--- config.mk ---
export PLATFORM = sky130hd
export DESIGN_NAME = uart_tx_arbiter
export DESIGN_NICKNAME = d
export VERILOG_FILES = /design/src/rtl/uart_tx_arbiter.sv
export SDC_FILE = /design/constraint.sdc
export NUM_CORES = 1
export LEC_CHECK = 0
export ABC_AREA = 1
export ABC_CLOCK_PERIOD_IN_PS = 2009
export CORE_MARGIN = 2
export CORE_UTILIZATION = 41
export CTS_CLUSTER_DIAMETER = 150
export DETAILED_ROUTE_END_ITERATION = 8
export PLACE_DENSITY = 0.91
export SLEW_MARGIN = 0
export SYNTH_ARGS = -nofsm -noshare
export SYNTH_HDL_FRONTEND = slang
export SYNTH_SLANG_ARGS = --single-unit
--- constraint.sdc ---
create_clock -name clk -period 2.01 [get_ports clk]
set_clock_uncertainty 0.15 [all_clocks]
set_input_delay 0.402 -clock clk [delete_from_list [all_inputs] [get_ports clk]]
set_output_delay 0.402 -clock clk [all_outputs]
set_load 0.03 [all_outputs]
--- src/rtl/uart_tx_arbiter.sv ---
// uart_tx_arbiter: round-robin arbiter that feeds byte bursts from several
// requesters into a single UART transmitter, one frame at a time.
// Optional build macro UART_ARB_TAG_EN prefixes every burst with a tag frame
// (TAG_BASE | grant index) so the receiver can tell which requester follows.
`timescale 1ns/1ps
module uart_tx_arbiter #(
  parameter int         NUM_REQ  = 4,
  parameter logic [7:0] TAG_BASE = 8'hF0,
  localparam int        GW       = $clog2(NUM_REQ)
) (
  input  logic                 clk,
  input  logic                 reset,
  input  logic [NUM_REQ-1:0]   req_valid,
  input  logic [8*NUM_REQ-1:0] req_data,
  input  logic [NUM_REQ-1:0]   req_last,
  output logic [NUM_REQ-1:0]   req_ready,
  output logic                 tx_start,
  output logic [7:0]           tx_data,
  input  logic                 tx_busy,
  output logic [GW-1:0]        grant_id,
  output logic                 active
);

  typedef enum logic [2:0] {
    ARB     = 3'd0,
    FETCH   = 3'd1,
    SEND    = 3'd2,
    WAIT_HI = 3'd3,
    WAIT_LO = 3'd4
`ifdef UART_ARB_TAG_EN
    , TAG   = 3'd5
`endif
  } state_t;

  state_t        state;
  state_t        next_state;
  logic [GW-1:0] pointer;
  logic [GW-1:0] pick;
  logic [GW-1:0] cand;
  logic          found;
  logic          last_flag;
  logic          grant_load;
  logic          fetch_load;

  // Round-robin search: walk from pointer+1 with wrap, first valid requester wins
  always_comb begin
    found = 1'b0;
    pick  = '0;
    cand  = pointer;
    for (int k = 0; k < NUM_REQ; k++) begin
      cand = (cand == GW'(NUM_REQ - 1)) ? '0 : cand + 1'b1;
      if (!found && req_valid[cand]) begin
        found = 1'b1;
        pick  = cand;
      end
    end
  end

  // State register; reset drops any burst in flight back to arbitration
  always_ff @(posedge clk) begin
    if (reset) state <= ARB;
    else       state <= next_state;
  end

  // Next-state and strobe decode; tx_start only ever comes from TAG or SEND
  always_comb begin
    next_state = state;
    tx_start   = 1'b0;
    req_ready  = '0;
    grant_load = 1'b0;
    fetch_load = 1'b0;
    active     = (state != ARB);
    case (state)
      ARB: begin
        if (!tx_busy && found) begin
          grant_load = 1'b1;
`ifdef UART_ARB_TAG_EN
          next_state = TAG;
`else
          next_state = FETCH;
`endif
        end
      end
`ifdef UART_ARB_TAG_EN
      TAG: begin
        tx_start   = 1'b1;
        next_state = WAIT_HI;
      end
`endif
      FETCH: begin
        req_ready[grant_id] = req_valid[grant_id];
        if (req_valid[grant_id]) begin
          fetch_load = 1'b1;
          next_state = SEND;
        end
      end
      SEND: begin
        tx_start   = 1'b1;
        next_state = WAIT_HI;
      end
      WAIT_HI: begin
        if (tx_busy) next_state = WAIT_LO;
      end
      WAIT_LO: begin
        if (!tx_busy) next_state = last_flag ? ARB : FETCH;
      end
      default: next_state = ARB;
    endcase
  end

  // Grant, byte and last-flag registers; the tag byte is loaded at grant time so
  // tx_data is already stable when TAG pulses tx_start, and clearing the last
  // flag on grant makes the tag frame fall through to FETCH afterwards
  always_ff @(posedge clk) begin
    if (reset) begin
      pointer   <= GW'(NUM_REQ - 1);
      grant_id  <= '0;
      tx_data   <= 8'h00;
      last_flag <= 1'b0;
    end else begin
      if (grant_load) begin
        pointer   <= pick;
        grant_id  <= pick;
        last_flag <= 1'b0;
`ifdef UART_ARB_TAG_EN
        tx_data   <= TAG_BASE | {5'b00000, 3'(pick)};
`endif
      end
      if (fetch_load) begin
        tx_data   <= req_data[{grant_id, 3'b000} +: 8];
        last_flag <= req_last[grant_id];
      end
    end
  end

endmodule

==> impl_metrics.yaml <==
run_status:
  outcome: "complete, no violations"
cts:
  cts_root_buf: "clkbuf_4"
  clk_path_buf_depth: 2
  insertion_delay_ns: 0.29
  htree_levels: 1
  cts_sinks: 16
  clkSlewWorstSetupHoldPaths_ns: 0.10
  cts_tree: "done"
  cts_buffers: 3
logic_synthesis:
  synth_cells: 196
  synth-edff-count: 0
  synth_top_family_by_area: "simple AND/OR/NAND/NOR gates"
  yosys-top-cells-area: "dfxtp_1 25%, nand2_1 20%, nand3_1 7.2%"
  yosys.area_share.simple_pct: 41.9
  yosysMostFrequentCell: "nand2_1"
  synth_fa_ha_area_share_pct: 0.995
  avgSynthCellArea_um2: 6.42
  ys_top_cells_by_count: "66 x nand2_1, 18 x nand3_1, 16 x dfxtp_1"
  ys_seq_elements: 16
  synth_compound_area_share_pct: 21.7
  yosysSeqAreaShare_pct: 25.5
  synth_top_area_share_pct: 25.5
  yosysWarnings: 0
  netlist_area_um2: 1260
  muxShareOfSynthArea_pct: 0
  async_reset_ff_share_pct: 0
  synthXorXnorAreaFrac_pct: 0
  synthesis.nets: 240
  yosysTopAreaCell: "dfxtp_1"
  yosysUniqueCellTypes: 27
  ys.flop_type: "dfxtp_1"
cells_and_area:
  stdcell_count: 308
  diodes: 0
  areaGrowthSynthToFinish_pct: 66.2
  nNetsFinal: 320
  stdcell_area_um2: 2090
  drive_gt1_share_pct: 25.8
placement:
  dp.cells: 294
  gp_congestion: 0.894
  dpl_cell_area_um2: 1910
  dpl.hpwl_um: 2920
  io_buffers: 58
  dp_slack_ns: -0.124
timing:
  timing.final.ws_setup_ns: 0.0274
  min_period_ns: 1.98
  fmax_ghz: 0.504
  rsz0062_at_grt: "yes"
  max_slew_margin_pct: 71.3
  hold_viol_final: 0
  tightest_slew_ns: 0.430
  slew_violations: 0
  setup_viol: 0
  period_share_pct: 98.6
hold_path:
  hold_class: "register to register"
  hold_depth: 2
detailed_routing:
  post_drt_wl_per_cell_um: 13.3
  drtAntennaViolNets: 0
  drc_errors: 0
  drt_iter0_markers: 61
  first_pass_iters: 4
  viasPerCell: 5.34
  vias: 1645
  drt-total-wl_um: 4110
power_and_ir_drop:
  pwr_density_cell_nw_per_um2: 987
  leakagePower_nw: 0.952
  ir_worst_vdd_uv: 673
global_routing:
  grt_first_pass_wirelength_um: 6280
  grt_pass1_vias: 1523
  grt_max_degree: 17
  antenna_found_initial: 0
  grt_util_all_layers_pct: 22.9
  globalRouteOverflowTotal: 0
worst_setup_path:
  cp-end-kind: "primary output"
  r2r_cells: 12
  cp_data_required_time_ns: 1.46
  critPathLaunchType: "register"
  arrival_ns: 1.43
  crit_type: "register to primary output"
  cp_max_fo: 7
floorplanning:
  ios: 59
  dieWidth_um: 59.4
  die_h_um: 59.4
  initial_core_util_pct: 42.2
  fp-row-count: 20
  core_area_um2: 2980
  dieArea_um2: 3530
run:
  drv_cap: 0
## cells in the final DEF, fill, tap and decap left out, drive strengths merged, types with 5 or more instances in the layout
master	n
dfxtp	16
a221oi	8
a21oi	16
nand2	70
clkbuf	5
nand4	7
inv	16
clkdlybuf4s50	47
nor2	17
buf	28
nand3	19
o21ai	15
## cells by family (layout without fill, tap and decap cells)
kind of cell,after synthesis,count (layout)
compound gates,40,40
fa+ha+maj,1,1
buf+inv,23,102
flops,16,16
simple gates,116,116
## registers in the layout (all words and copies together) (netlist names)
signal / flops
grant_id: 2
tx_data: 8
state: 3
last_flag: 1
pointer: 2
## path summary, 6_finish.rpt
| kind | from | to | slack [ns] |
|---|---|---|---|
| setup reg to reg | pointer[0] | pointer[0] | 0.12 |
| hold / removal | last_flag | last_flag | 0.36 |
| setup / recovery | grant_id[0] | req_ready[0] | 0.03 |
| hold reg to reg | last_flag | last_flag | 0.36 |
## power by group
part	total, mW	internal [mW]	switching, mW
registers	0.477	0.402	0.0751
logic	1.36	0.586	0.777
clock network	0.223	0.110	0.112
## through the flow
step | hold WS [ns] | power, mW | TNS, ns | util, %
2_1_floorplan | 0.288 | 1.30 | -0.116 | -
3_3_place_gp | 0.311 | 1.67 | -0.476 | 64.2
3_5_place_dp | 0.325 | 1.70 | -1.01 | 64.2
4_1_cts | 0.349 | 1.97 | 0 | 67.6
5_1_grt | 0.372 | 2.21 | -0.198 | 70.2
6_report | 0.356 | 2.06 | 0 | 70.2
## layer usage
| layer | global-route usage (%) | vias up | wire (µm) |
|---|---|---|---|
| li1 | - | 824 | - |
| met1 | 28.3 | 758 | 1750 |
| met2 | 40.0 | 59 | 2090 |
| met3 | 5.02 | 4 | 221 |
| met4 | 5.84 | 0 | 42 |
| met5 | 0 | - | 0 |
## cell type report
cell class              instances  area, µm²
fillers                       226        888
multi-input cells             157        858
repair buffers                 81        748
flip-flops and latches         16        332
inverters                      17       73.8
well taps                      33       41.3
clock buffers                   4       36.3
## critical path, cell delays in order, from the launching register on
cell and delay, ns:
dfxtp_4 0.38, buf_6 0.14, nor2_4 0.11, nand2_2 0.08, nand3_2 0.10, nand2_4 0.06, nor3_2 0.09, buf_4 0.18
## timing repair
item	in CTS	in global routing
gates resized for setup	15	16
hold buffers	0	0
setup buffers	6	4
endpoints found under the setup margin	7	13
pin swaps	4	7
cloned	0	0
No activity file was read; power rests on OpenSTA's default activity.
==> patch 1 (same flow settings) <==
The option `UART_ARB_TAG_EN` is turned on by a define.
--- a/src/rtl/uart_tx_arbiter.sv
+++ b/src/rtl/uart_tx_arbiter.sv
@@ -5,2 +5,4 @@
 `timescale 1ns/1ps
+`define UART_ARB_TAG_EN
+
 module uart_tx_arbiter #(
Check against the original RTL: not equivalent (a bounded check fails within 4 cycles, from zero or initial values and one cycle with reset high).
==> patch 1 against the unedited design <==
- clock power shrank 25%
- count of clock-buffer cells in the layout shrank 1
- non-clock buffer count shrank 5
- critical path type unchanged
- routed wire length grew 1.5%
- total power grew 46%
- sequential share of layout area shrank 0.81 points
- sequential cell count is the same
- area after synthesis grew 9.0%
- global-route usage shrank 2.4 points
- largest power group unchanged
- critical path depth shrank 3
- the run now ends with negative setup slack left
- critical endpoint unchanged
- final area grew 5.8%
- worst setup slack lost 0.029 ns
==> patch 1: results (changes against the unedited design) <==
run_status:
  status: "finished, violations left"  # was completed
  violations: "negative setup slack"
route:
  dr.max_layer_used: "met4"  # unchanged
  drt_iter0_markers: 149  # was 61
  vias_per_cell: 5.15  # was 5.34
  num_vias: 1725  # was 1,645
  routed_wl_microns: 4170  # was 4110 microns
  dr_wl_met3_microns: 284  # was 221 microns
  wl_met1_microns: 1650  # was 1750 microns
  drc: 0  # unchanged
  dr.pass1.iters: 6  # was 4
  wl_met2_microns: 2190  # was 2090 microns
setup_path:
  worstPathArrival_ns: 1.46  # was 1.43 ns
  crit_fanout: 5  # was 7
  r2r_start: "pointer[0]"  # unchanged
  crit_path_start: "state[1]"  # was grant_id[0]
clock_tree:
  clock-root-buffer: "clkbuf_4"  # unchanged
  htree_levels: 1  # unchanged
  clk_latency_ns: 0.29  # about the same
  max-clock-path-buffers: 2  # unchanged
  clk_pin_slew_ns: 0.09
  cts_inserted_buffers: 3  # unchanged
placed_design:
  place_congestion: 0.872  # was 0.894
  dpl_cell_area_sq_um: 2030  # was 1910 sq um
  place_inst: 320  # was 294
  dp_hpwl_microns: 2950  # was 2920 microns
  port_buffers: 58  # unchanged
synthesis:
  synthesis.nets: 259  # was 240
  synthTopCellsByArea: "dfxtp_1 23%, nand2_1 13%, nand3_1 11%"  # was dfxtp_1 25%, nand2_1 20%, nand3_1 7.2%
  synthDistinctLibCells: 27  # unchanged
  synth_top_cells_by_count: "49 x nand2_1, 31 x nand3_1, 21 x inv_1"  # was 66 x nand2_1, 18 x nand3_1, 16 x dfxtp_1, 13 x nor2_1, 12 x inv_1
  ys_async_sr_fraction_pct: 0  # unchanged
  yosys_warnings: 0  # unchanged
  netlist_instances: 215  # was 196
  synth-seq-area-share_pct: 23.4  # was 25.5%
  ys.flop_type: "dfxtp_1"  # unchanged
worst_hold_path:
  hold_path.class: "flip-flop to flip-flop"  # unchanged
  hp-start: "tx_data[2]"  # was last_flag
power:
  p_int_mw: 1.44  # was 1.10 mW
  power.leakage_nw: 1.03  # was 0.952 nW
  irDropWorstVdd_v: 0.000772  # was 0.000673 V
global_routing:
  grt_pass1_vias: 1525  # was 1,523
  grt_pass1_wl_microns: 6080  # was 6280 microns
  grt_max_degree: 16  # was 17
  grt_usage_pct: 20.5  # was 22.9%
  antenna_found_initial: 0  # unchanged
final_layout:
  nNetsFinal: 337  # was 320
  nFillCells: 245  # was 226
  reg_top3: "tx_data x8, state x3"  # unchanged
  drive_above_1_share_pct: 26.8  # was 25.8%
  antenna_cells: 0  # unchanged
sta:
  setup_violations: 1  # was 0
  tightestPinTransition_ns: 0.326  # was 0.430 ns
  finalWorstSetupSlack_ns: -0.00127  # was 0.0274 ns
  setup_tns_ns: -0.00127  # was 0 ns
-- patch 1: metal layers --
metal | vias up | GRT usage [%]
li1 | 873 | -
met1 | 769 | 23.7
met2 | 78 | 40.0
met3 | 5 | 4.14
met4 | 0 | 1.82
met5 | - | 0
-- patch 1: path summary, 6_finish.rpt --
kind | cells after the start | to | slack [ns]
min reg2reg | 2 | tx_data[2] | 0.32
max reg2reg | 14 | tx_data[1] | 0.07
max | 4 | req_ready[0] | -0.001
min | 2 | tx_data[2] | 0.32
-- patch 1: final cells by class --
class / count / area, sq um / area share [%]
inverter: 29 / 109 / 4.92
multi-input combinational: 167 / 983 / 44.5
clock buffer: 3 / 22.5 / 1.02
sequential: 16 / 333 / 15.1
tap: 44 / 55.1 / 2.49
timing repair buffer: 76 / 708 / 32.0
-- patch 1: worst max-delay path, stage by stage (launching register included) --
cell	delay [ns]
dfxtp_1	0.39
nor3_4	0.33
inv_1	0.14
nor2_1	0.14
buf_4	0.18
-- patch 1: per-stage QoR --
stage | util, % | setup WS (ns)
after floorplan | - | 0.137
after global placement | 65.0 | -0.0758
after detailed placement | 65.0 | -0.130
after CTS | 66.0 | -0.0895
after global routing | 70.7 | -0.0612
final | 70.7 | -0.00127
-- patch 1: kinds of logic after synthesis --
group	after synthesis	share of synthesized area [%]
and+or+nand+nor	134	51.6
AOI/OAI and AO/OA	32	15.3
buffers and inverters	32	8.77
DFF	16	23.4
adders and majority gates	1	0.913
-- patch 1: what timing repair did --
item	4_1_cts	5_1_grt
gates resized for setup	7	20
buffers inserted	0	12
pin swaps	0	8
endpoints found under the setup margin	7	19
-- patch 1: power groups by stage --
stage	clock network (mW)	registers [mW]	logic, mW
3_5_place_dp	0	0.581	2.00
3_3_place_gp	0	0.575	1.98
4_1_cts	0.161	0.589	2.01
2_1_floorplan	0	0.692	1.30
5_1_grt	0.179	0.591	2.47
6_report	0.168	0.579	2.27
==> patch 2 (same flow settings) <==
Without the edit above. The 5 states of `state_t` get a one-hot encoding in 5 bits.
--- a/src/rtl/uart_tx_arbiter.sv
+++ b/src/rtl/uart_tx_arbiter.sv
@@ -23,8 +23,8 @@
 
-  typedef enum logic [2:0] {
-    ARB     = 3'd0,
-    FETCH   = 3'd1,
-    SEND    = 3'd2,
-    WAIT_HI = 3'd3,
-    WAIT_LO = 3'd4
+  typedef enum logic [4:0] {
+    ARB     = 5'b00001,
+    FETCH   = 5'b00010,
+    SEND    = 5'b00100,
+    WAIT_HI = 5'b01000,
+    WAIT_LO = 5'b10000
 `ifdef UART_ARB_TAG_EN
Check against the original RTL: same outputs for any inputs over 10 cycles, from zero or initial values and one cycle with reset high; not proved beyond that.
==> patch 2 against the unedited design <==
- final area rose by 11%
- worst setup slack got worse by 0.096 ns
- fmax fell by 4.6%
- critical endpoint unchanged
- sequential cell count rose by 2
- area after synthesis rose by 6.1%
- largest power group unchanged
- critical path depth rose by 2
- total power rose by 45%
- the flow now finishes with violations (negative setup slack)
- routed wire length rose by 13%
==> patch 2: results (changes against the unedited design) <==
run_status:
  status: "finished, violations left"  # was completed
  violations: "negative setup slack"
global_routing:
  grt_usage_pct: 25.3  # was 22.9%
  grt_pass1_vias: 1710  # was 1,523
  grt_max_degree: 19  # was 17
sta:
  timing.slew.headroom_pct: 76.6  # was 71.3%
  finalWorstSetupSlack_ns: -0.0687  # was 0.0274 ns
  setup_tns_ns: -0.321  # was 0 ns
  setup_violations: 6  # was 0
synthesis:
  synthesis.nets: 261  # was 240
  synthTopCellsByArea: "dfxtp_1 27%, nand2_1 15%, nand3_1 12%"  # was dfxtp_1 25%, nand2_1 20%, nand3_1 7.2%
  synth_top_cells_by_count: "52 x nand2_1, 32 x nand3_1, 18 x dfxtp_1, 17 x inv_1, 16 x nand4_1"  # was 66 x nand2_1, 18 x nand3_1, 16 x dfxtp_1, 13 x nor2_1, 12 x inv_1
  synthDistinctLibCells: 29  # was 27
power:
  power.switching_mw: 1.50  # was 964 uW
  power.leakage_nw: 1.03  # was 0.952 nW
  sequentialPowerShare_pct: 18.7  # was 23.1%
route:
  drt_iter0_markers: 102  # was 61
  drc: 0  # unchanged
  num_vias: 1821  # was 1,645
final_layout:
  reg_top3: "tx_data x8, state x5"  # was tx_data x8, state x3
  drive_above_1_share_pct: 30.4  # was 25.8%
  final_cells: 343  # was 308
placed_design:
  dp_hpwl_microns: 3210  # was 2920 microns
  place_congestion: 0.895  # was 0.894
  place_inst: 327  # was 294
  dp_slack_ns: -0.209  # was -0.124 ns
worst_hold_path:
  hp-start: "tx_data[6]"  # was last_flag
setup_path:
  crit_fanout: 4  # was 7
  worstPathArrival_ns: 1.53  # was 1.43 ns
  crit_path_start: "grant_id[1]"  # was grant_id[0]
## patch 2: cell types whose count changed after synthesis, moves of 3 or more
cell / before / now
inv_2: 3 / 10
a21oi_2: 9 / 1
nand3_1: 18 / 32
nand4_1: 7 / 16
nand2_2: 2 / 5
nand2_1: 66 / 52
inv_1: 12 / 17
a221oi_1: 8 / 0
a21oi_1: 7 / 14
## patch 2: area by class of cell
class	instances	area (sq um)
clock buffer	4	36.3
fill	228	749
inverter	27	109
multi-input combinational	164	947
sequential	18	375
tap	44	55.1
timing repair buffer	86	806
## patch 2: what timing repair did
| action | CTS | global route |
|---|---|---|
| endpoints found under the setup margin | 6 | 14 |
| endpoints found under the hold margin | 0 | 0 |
| pin swaps | 5 | 6 |
| setup buffers | 9 | 3 |
| resized for setup | 37 | 21 |
## patch 2: critical path: stages (launching register included)
cell      delay, ns
dfxtp_4        0.42
inv_8          0.05
nand2_8        0.06
nor2_4         0.04
a21oi_2        0.15
o221ai_4       0.14
buf_6          0.15
nand3_2        0.05
inv_2          0.03
buf_6          0.12
## patch 2: power groups by stage
| stage | clock, mW | combinational (mW) | sequential (mW) |
|---|---|---|---|
| 2_1_floorplan | 0 | 1.13 | 0.593 |
| 3_3_place_gp | 0 | 1.78 | 0.518 |
| 3_5_place_dp | 0 | 1.83 | 0.520 |
| 4_1_cts | 0.224 | 1.99 | 0.533 |
| 5_1_grt | 0.237 | 2.40 | 0.566 |
| 6_report | 0.225 | 2.21 | 0.561 |
## patch 2: final timing paths
kind / to / slack [ns] / cells past startpoint
worst max register to register: grant_id[0] / -0.02 / 12
worst max-delay path: req_ready[0] / -0.07 / 9
worst min register to register: tx_data[6] / 0.33 / 2
worst min-delay path: tx_data[6] / 0.33 / 2
## patch 2: stage by stage
step | area (sq um) | utilization [%]
floorplan | 1350 | -
global placement | 2040 | 66.3
detailed placement | 2040 | 66.3
CTS | 2230 | 72.6
global route | 2330 | 75.7
finish | 2330 | 75.7
## patch 2: cells by family after synthesis
| kind of cell | synth area share, % |
|---|---|
| simple gates | 47.5 |
| flops | 27.0 |
| buf+inv | 11.5 |
| fa+ha+maj | 0.938 |
| compound gates | 13.0 |
## patch 2: metal layers
metal | part of all wire (%) | vias up | track usage (%)
met4 | 3.3 | 0 | 12.4
met5 | 0 | - | 0
met2 | 52 | 95 | 46.2
met3 | 8.6 | 20 | 6.09
li1 | - | 895 | -
met1 | 36 | 811 | 27.0
